`config.mk`:
```
export PLATFORM = sky130hd
export DESIGN_NAME = counter_sum_collector
export DESIGN_NICKNAME = d
export VERILOG_FILES = /design/src/rtl/counter_sum_pkg.sv /design/src/rtl/sync_fifo.sv /design/src/rtl/counter_sum_collector.sv
export SDC_FILE = /design/constraint.sdc
export NUM_CORES = 1
export LEC_CHECK = 0
export CAP_MARGIN = 10
export CORE_ASPECT_RATIO = 0.7
export CORE_MARGIN = 2
export CORE_UTILIZATION = 40
export DETAILED_ROUTE_END_ITERATION = 16
export SYNTH_ARGS = -nofsm -noshare
export SYNTH_HDL_FRONTEND = slang
export SYNTH_SLANG_ARGS = --single-unit
export TNS_END_PERCENT = 30
```
`constraint.sdc`:
```
create_clock -name clk -period 3.75 [get_ports clk]
set_input_delay 0.9375 -clock clk [delete_from_list [all_inputs] [get_ports clk]]
set_output_delay 0.9375 -clock clk [all_outputs]
set_load 0.005 [all_outputs]
```
`src/rtl/counter_sum_pkg.sv`:
```
// counter_sum_pkg: shared widths, FIFO entry layout and collector states
package counter_sum_pkg;
    localparam int DEF_DATA_W = 4;
    localparam int DEF_ACC_W  = 8;

    typedef struct packed {
        logic                  err;
        logic [DEF_DATA_W-1:0] w;
    } sum_entry_t;

    typedef enum logic {RUN, FLUSH} coll_state_t;
endpackage

```
`src/rtl/sync_fifo.sv`:
```
// sync_fifo: single-clock FIFO with one-cycle clear; head reads zero when empty
module sync_fifo #(
    parameter type T     = logic,
    parameter int  DEPTH = 4
) (
    input  logic                   clk,
    input  logic                   reset,
    input  logic                   clear,
    input  logic                   push,
    input  logic                   pop,
    input  T                       din,
    output T                       head,
    output logic [$clog2(DEPTH):0] count,
    output logic                   full,
    output logic                   empty
);
    localparam int PW = $clog2(DEPTH);
    localparam int CW = PW + 1;

    T              mem [DEPTH];
    logic [PW-1:0] wr_ptr, rd_ptr;
    logic          do_push, do_pop;

    assign full    = count == CW'(DEPTH);
    assign empty   = count == '0;
    assign do_push = push && !full;
    assign do_pop  = pop && !empty;
    assign head    = empty ? T'(0) : mem[rd_ptr];

    always_ff @(posedge clk) begin
        if (reset || clear) begin
            wr_ptr <= '0;
            rd_ptr <= '0;
            count  <= '0;
        end else begin
            wr_ptr <= wr_ptr + PW'(do_push);
            rd_ptr <= rd_ptr + PW'(do_pop);
            count  <= count + CW'(do_push) - CW'(do_pop);
        end
    end

    always_ff @(posedge clk) begin
        if (do_push) mem[wr_ptr] <= din;
    end
endmodule

```
`src/rtl/counter_sum_collector.sv`:
```
// counter_sum_collector: checks W against a+b, buffers results and keeps saturating statistics
module counter_sum_collector
    import counter_sum_pkg::*;
#(
    parameter int DATA_W = DEF_DATA_W,
    parameter int DEPTH  = 4,
    parameter int ACC_W  = DEF_ACC_W
) (
    input  logic                   clk,
    input  logic                   reset,
    input  logic                   in_valid,
    output logic                   in_ready,
    input  logic [DATA_W-1:0]      in_a,
    input  logic [DATA_W-1:0]      in_b,
    input  logic [DATA_W-1:0]      in_w,
    input  logic                   flush,
    output logic                   out_valid,
    input  logic                   out_ready,
    output logic [DATA_W-1:0]      out_w,
    output logic                   out_err,
    output logic [$clog2(DEPTH):0] fifo_count,
    output logic [ACC_W-1:0]       acc_total,
    output logic                   acc_sat,
    output logic [ACC_W-1:0]       sample_cnt,
    output logic [ACC_W-1:0]       err_cnt
);
    coll_state_t       state, state_next;
    sum_entry_t        entry, head;
    logic              full, empty, accept, pop, err;
    logic [DATA_W-1:0] sum_ab;
    logic [ACC_W:0]    acc_sum;

    assign in_ready  = (state == RUN) && !full;
    assign out_valid = (state == RUN) && !empty;
    assign accept    = in_valid && in_ready;
    assign pop       = out_valid && out_ready;
    assign sum_ab    = in_a + in_b;
    assign err       = in_w != sum_ab;
    assign entry     = '{err: err, w: in_w};
    assign out_w     = head.w;
    assign out_err   = head.err;
    assign acc_sum   = {1'b0, acc_total} + (ACC_W+1)'(in_w);

    sync_fifo #(.T(sum_entry_t), .DEPTH(DEPTH)) u_fifo (
        .clk   (clk),
        .reset (reset),
        .clear (state == FLUSH),
        .push  (accept),
        .pop   (pop),
        .din   (entry),
        .head  (head),
        .count (fifo_count),
        .full  (full),
        .empty (empty)
    );

    always_comb begin
        state_next = (state == FLUSH) ? RUN : (flush ? FLUSH : RUN);
    end

    always_ff @(posedge clk) begin
        if (reset) state <= RUN;
        else       state <= state_next;
    end

    // statistics move only on accepted samples; each counter clamps at all-ones
    always_ff @(posedge clk) begin
        if (reset) begin
            acc_total  <= '0;
            acc_sat    <= 1'b0;
            sample_cnt <= '0;
            err_cnt    <= '0;
        end else if (accept) begin
            acc_total  <= acc_sum[ACC_W] ? '1 : acc_sum[ACC_W-1:0];
            acc_sat    <= acc_sat || acc_sum[ACC_W];
            sample_cnt <= sample_cnt + ACC_W'(sample_cnt != '1);
            err_cnt    <= err_cnt + ACC_W'(err && (err_cnt != '1));
        end
    end
endmodule

```
[Word-level counts from Yosys, hierarchy flattened]
Memory sizes are Yosys's and may differ from the RTL's. A register that Yosys moved wholly into a read port is not among the register bits.
Cells that the tools add are included.
Widths: inputs -> output; s select.
Word-level totals
  output and inout bits: 35
  memories: 1
  register bits: 33
  bits of input ports: 17
  word-level logic and storage cells: 41
  memory bits (writable): 20
Operators by class
  add/subtract/negate cells: 8
  bitwise logic cells: 1
  mux-type cells: 6
  equality and inequality tests: 4
  reductions and logical operators: 13
Memories
  u_fifo.mem: words 4, bits a word 5, read ports 1, clocked after memory_dff 1, wr ports 1, line sync_fifo.sv:20  | T mem [DEPTH];
Operators by type and width (number)
  $add 8x1->8: 2
  $ne 8x8->1 const B: 2
  $add 8x4->9: 1
  $mux 8: 1
  $logic_and 1x1->1: 7
  $mux 5: 1
  $add 2x1->2: 2
  $add 4x4->4: 1
  $ne 4x4->1: 1
  $add 3x1->3: 1
  $eq 3x3->1 const B: 1
  $logic_not 3->1: 1
  $mux 1: 3
  $sub 3x1->3: 1
  $logic_not 1->1: 2
  $logic_or 1x1->1: 2
  $mux 2: 1
  $reduce_or 2->1: 1
  $not 1->1: 1

[Depth between registers and ports, before layout]
  word-level depth: 7
  mapped depth: 11
  depth with buffers taken out: 11

[Hierarchy]
From an unflattened synthesis, not the netlist that was laid out.
Unflattened totals
  cell total of the unflattened synthesis: 245
  area total of the unflattened synthesis: 2632.5 um^2
By module, submodules not included
  counter_sum_collector: area an instance 1495.2 um^2, instances 1, cells each 177, seq. area each 520.5 um^2
  sync_fifo: area an instance 1137.3 um^2, instances 1, cells each 68, seq. area each 740.7 um^2

[Least setup slack after synthesis]
OpenSTA, ideal clock, no wires.
  path kind: input -> register
  from: in in_a[0]
  to: reg err_cnt[4]
  setup slack: 0.802 ns
  stages on the path: 10
  required time: 3.629 ns
  data arrival time: 2.828 ns
  buffers on the path: 0
  library setup time: 0.121 ns
  cell sequence: ha_1 > inv_1 > fa_1 > xnor2_1 > nor3_1 > a21oi_1 > ha_1 > ha_1 > nand4_1 > mux2_2
Between the ends
  word-level cells in the longest chain between the ends: 4
RTL lines
  start, declared: line counter_sum_collector.sv:13  | input logic [DATA_W-1:0] in_a,
  $add 4x4->4: line counter_sum_collector.sv:37  | assign sum_ab = in_a + in_b;
  $ne 4x4->1: line counter_sum_collector.sv:38  | assign err = in_w != sum_ab;
  $logic_and 1x1->1: line counter_sum_collector.sv:77  | err_cnt <= err_cnt + ACC_W'(err && (err_cnt != '1));
  $add 8x1->8: line counter_sum_collector.sv:77
  end signal, assigned: line counter_sum_collector.sv:77
  end, declared: line counter_sum_collector.sv:25  | output logic [ACC_W-1:0] err_cnt
Every way passes these cells.
A chain may end at the register's enable or synchronous reset.

[Worst setup path after layout]
Ends and elaborated chain as after synthesis.

==> results.tsv <==
stage	metric	value	unit
power	vdd_drop_max	187.1	uV
min_path	holdPathStages	2	
global_routing	grt_pass1_vias	1833	
cts	cts_setup_buffers	0	
placement	placed_area	3257	sq um
floorplan	die_x	101.3	um
cells_and_area	area.sequential	1261	sq um
cts	hold_buffers	0	
cts	clock_path_buffers	2	
run_status	status	finished clean	
yosys	synth-edff-count	20	
worst_setup_path	path_class	in -> reg	
sta	hold_ws	0.4548	ns
global_routing	grt_first_pass_wirelength	9039	um
cts	clk_latency	0.31	ns
cts	clkTransAtPathRegs	0.09	ns
yosys	synth_cell_types	45	
power	p_leak	1.198	nW
placement	hpwl	4012	um
yosys	synth.most_common_cell	dfxtp_1	
cells_and_area	final_util	53.02	%
route	drc	0	
sta	worst_slew_pin_slew	0.7340	ns
sta	setup_tns	0	ns
cells_and_area	final_cell_count_no_fill	382	
worst_setup_path	arrival	3.40	ns
global_routing	antenna_found_initial	0	
power	powerDensity	450.6	nW/um^2
yosys	synth.yosys.seq_area_share	47.59	%
sta	post-route-min-period	3.208	ns
cells_and_area	multiInputGateArea	1269	sq um
floorplan	initial_utilization	42.02	%
sta	hold_viol	0	
placement	dp.cells	374	
floorplan	die_h	72.10	um
sta	clock_skew	0.01167	ns
global_routing	grt_start_max_net_pins	24	
floorplan	dieArea	7303	sq um
sta	setup_viol	0	
cells_and_area	drive_gt1_share	8.553	%
cts	clock-sinks	53	
cts	htreeDepth	2	
worst_setup_path	cp_max_fo	3	
yosys	yosysTopAreaCell	dfxtp_1	
global_routing	grt-ovfl-total	0	
sta	setup_ws	0.5421	ns
yosys	synth-async-reset-ratio	0	%
route	vias	1963	
yosys	synth_area_leaders	dfxtp_1 (25%), edfxtp_1 (23%), ha_1 (7.1%)	
power	total_power	1.506	mW
yosys	ys_warn_count	0	
placement	preCtsSetupSlack	0.1899	ns
yosys	netlist_area	2650	sq um
placement	port_buffers	51	
flow_run	cap_violations	0	
floorplan	ioPinCount	52	
cells_and_area	area_growth	26.16	%
yosys	synth_flop_cell	dfxtp_1	
route	dr.pass1.iters	4	
yosys	synth_seq_cells	53	
min_path	hold_path_class	reg -> reg	
floorplan	core-area	6306	sq um
cts	cts_resized	0	
route	wl_per_cell	14.22	um
worst_setup_path	reg2regPathDepth	11	
floorplan	num_rows	24	
cts	clockRootBuffer	clkbuf_8	
yosys	yosys-top-cells-count	dfxtp_1 (33), edfxtp_1 (20), nor2_1 (19)	
placement	globalplace.congestion	0.7666	
route	first_iter_violations	99	
cells_and_area	layout.nets	338	
yosys	synth_top_area_share	24.93	%
worst_setup_path	cp-start-kind	primary input	
global_routing	track_usage	16.02	%
worst_setup_path	crit_path_end_kind	flop	
sta	rsz0062_at_grt	no	
route	avgViaCountPerCell	5.139	
yosys	syn_nets	282	
cells_and_area	filler_cell_count	576	
sta	slew_headroom	50.92	%
route	ant_nets	0	
cells_and_area	fin_area	3343	sq um
cells_and_area	antenna_cells	0	
sta	final_max_slew_viol_count	0	
cts	numCtsBuffers	5	
yosys	syn_inst	247	
yosys	avgSynthCellArea	10.73	sq um
sta	fmax	311.7	MHz
sta	period_share	85.54	%
worst_setup_path	required	3.95	ns
route	drt_wl_total	5432	um
cts	cts_tree	yes	
[final timing paths]
check	from	end	slack, ns
hold / removal	acc_sat	acc_sat	0.45
setup reg to reg	u_fifo.count[1]	u_fifo.count[2]	1.34
setup / recovery	in_a[0]	err_cnt[4]	0.54
hold reg to reg	acc_sat	acc_sat	0.45
[critical path, stage by stage]
cell and delay, ns:
clkdlybuf4s50_1 0.46, ha_1 0.16, inv_1 0.05, fa_1 0.44, xnor2_1 0.14, nor3_1 0.24
a21oi_1 0.10, ha_1 0.21, ha_1 0.21, nand4_1 0.11, mux2_2 0.34
[metal layers]
layer  track usage (%)  part of all wire, %  vias to the layer above
met2             23.40                   43                       37
li1                  -                    -                      999
met5                 0                    0                        -
met3             3.179                  3.7                        8
met1             23.63                   52                      919
met4             5.856                  1.5                        0
[cells in the final DEF, fill, tap and decap left out, types with 6 or more instances in the layout]
cell type and n:
nor2b_1 8, edfxtp_1 20, nand2_1 12, ha_1 15, a21oi_1 12, and2_1 6
buf_4 6, nor2_1 19, nand3_1 6, clkdlybuf4s50_1 51, nor3_1 8, inv_1 18
dfxtp_1 33, xnor2_1 16, nand4_1 9
[power by group]
group	switching [mW]	internal, mW	leakage [nW]	total, mW
Clock	0.191	0.133	0.0417	0.324
Combinational	0.213	0.276	0.707	0.489
Sequential	0.0482	0.645	0.450	0.693
Total	0.453	1.05	1.20	1.51
[sequential cells by signal, summed over array words and instances, names as in the netlist]
register / cells
u_fifo.mem: 20
sample_cnt: 8
err_cnt: 8
acc_sat: 1
u_fifo.rd_ptr: 2
state: 1
u_fifo.count: 3
u_fifo.wr_ptr: 2
acc_total: 8
[layout make-up]
type,instances,share of cell area (%)
flip-flops and latches,53,37.72
inverters,19,2.208
repair buffers,57,16.62
well taps,78,2.919
clock buffers,6,2.171
clock inverters,2,0.4117
multi-input cells,167,37.95
[cells by family after synthesis]
kind of cell / count (synthesis) / synth area share (%)
multiplexers: 7 / 5.099
flip-flops: 53 / 47.59
AND/OR/NAND/NOR: 86 / 17.52
XOR/XNOR: 21 / 6.940
AO/OA/AOI/OAI: 35 / 8.971
adder cells (fa/ha/maj): 18 / 9.349
buffers and inverters: 27 / 4.532
Note: power is estimated with default switching activity, not from simulation.
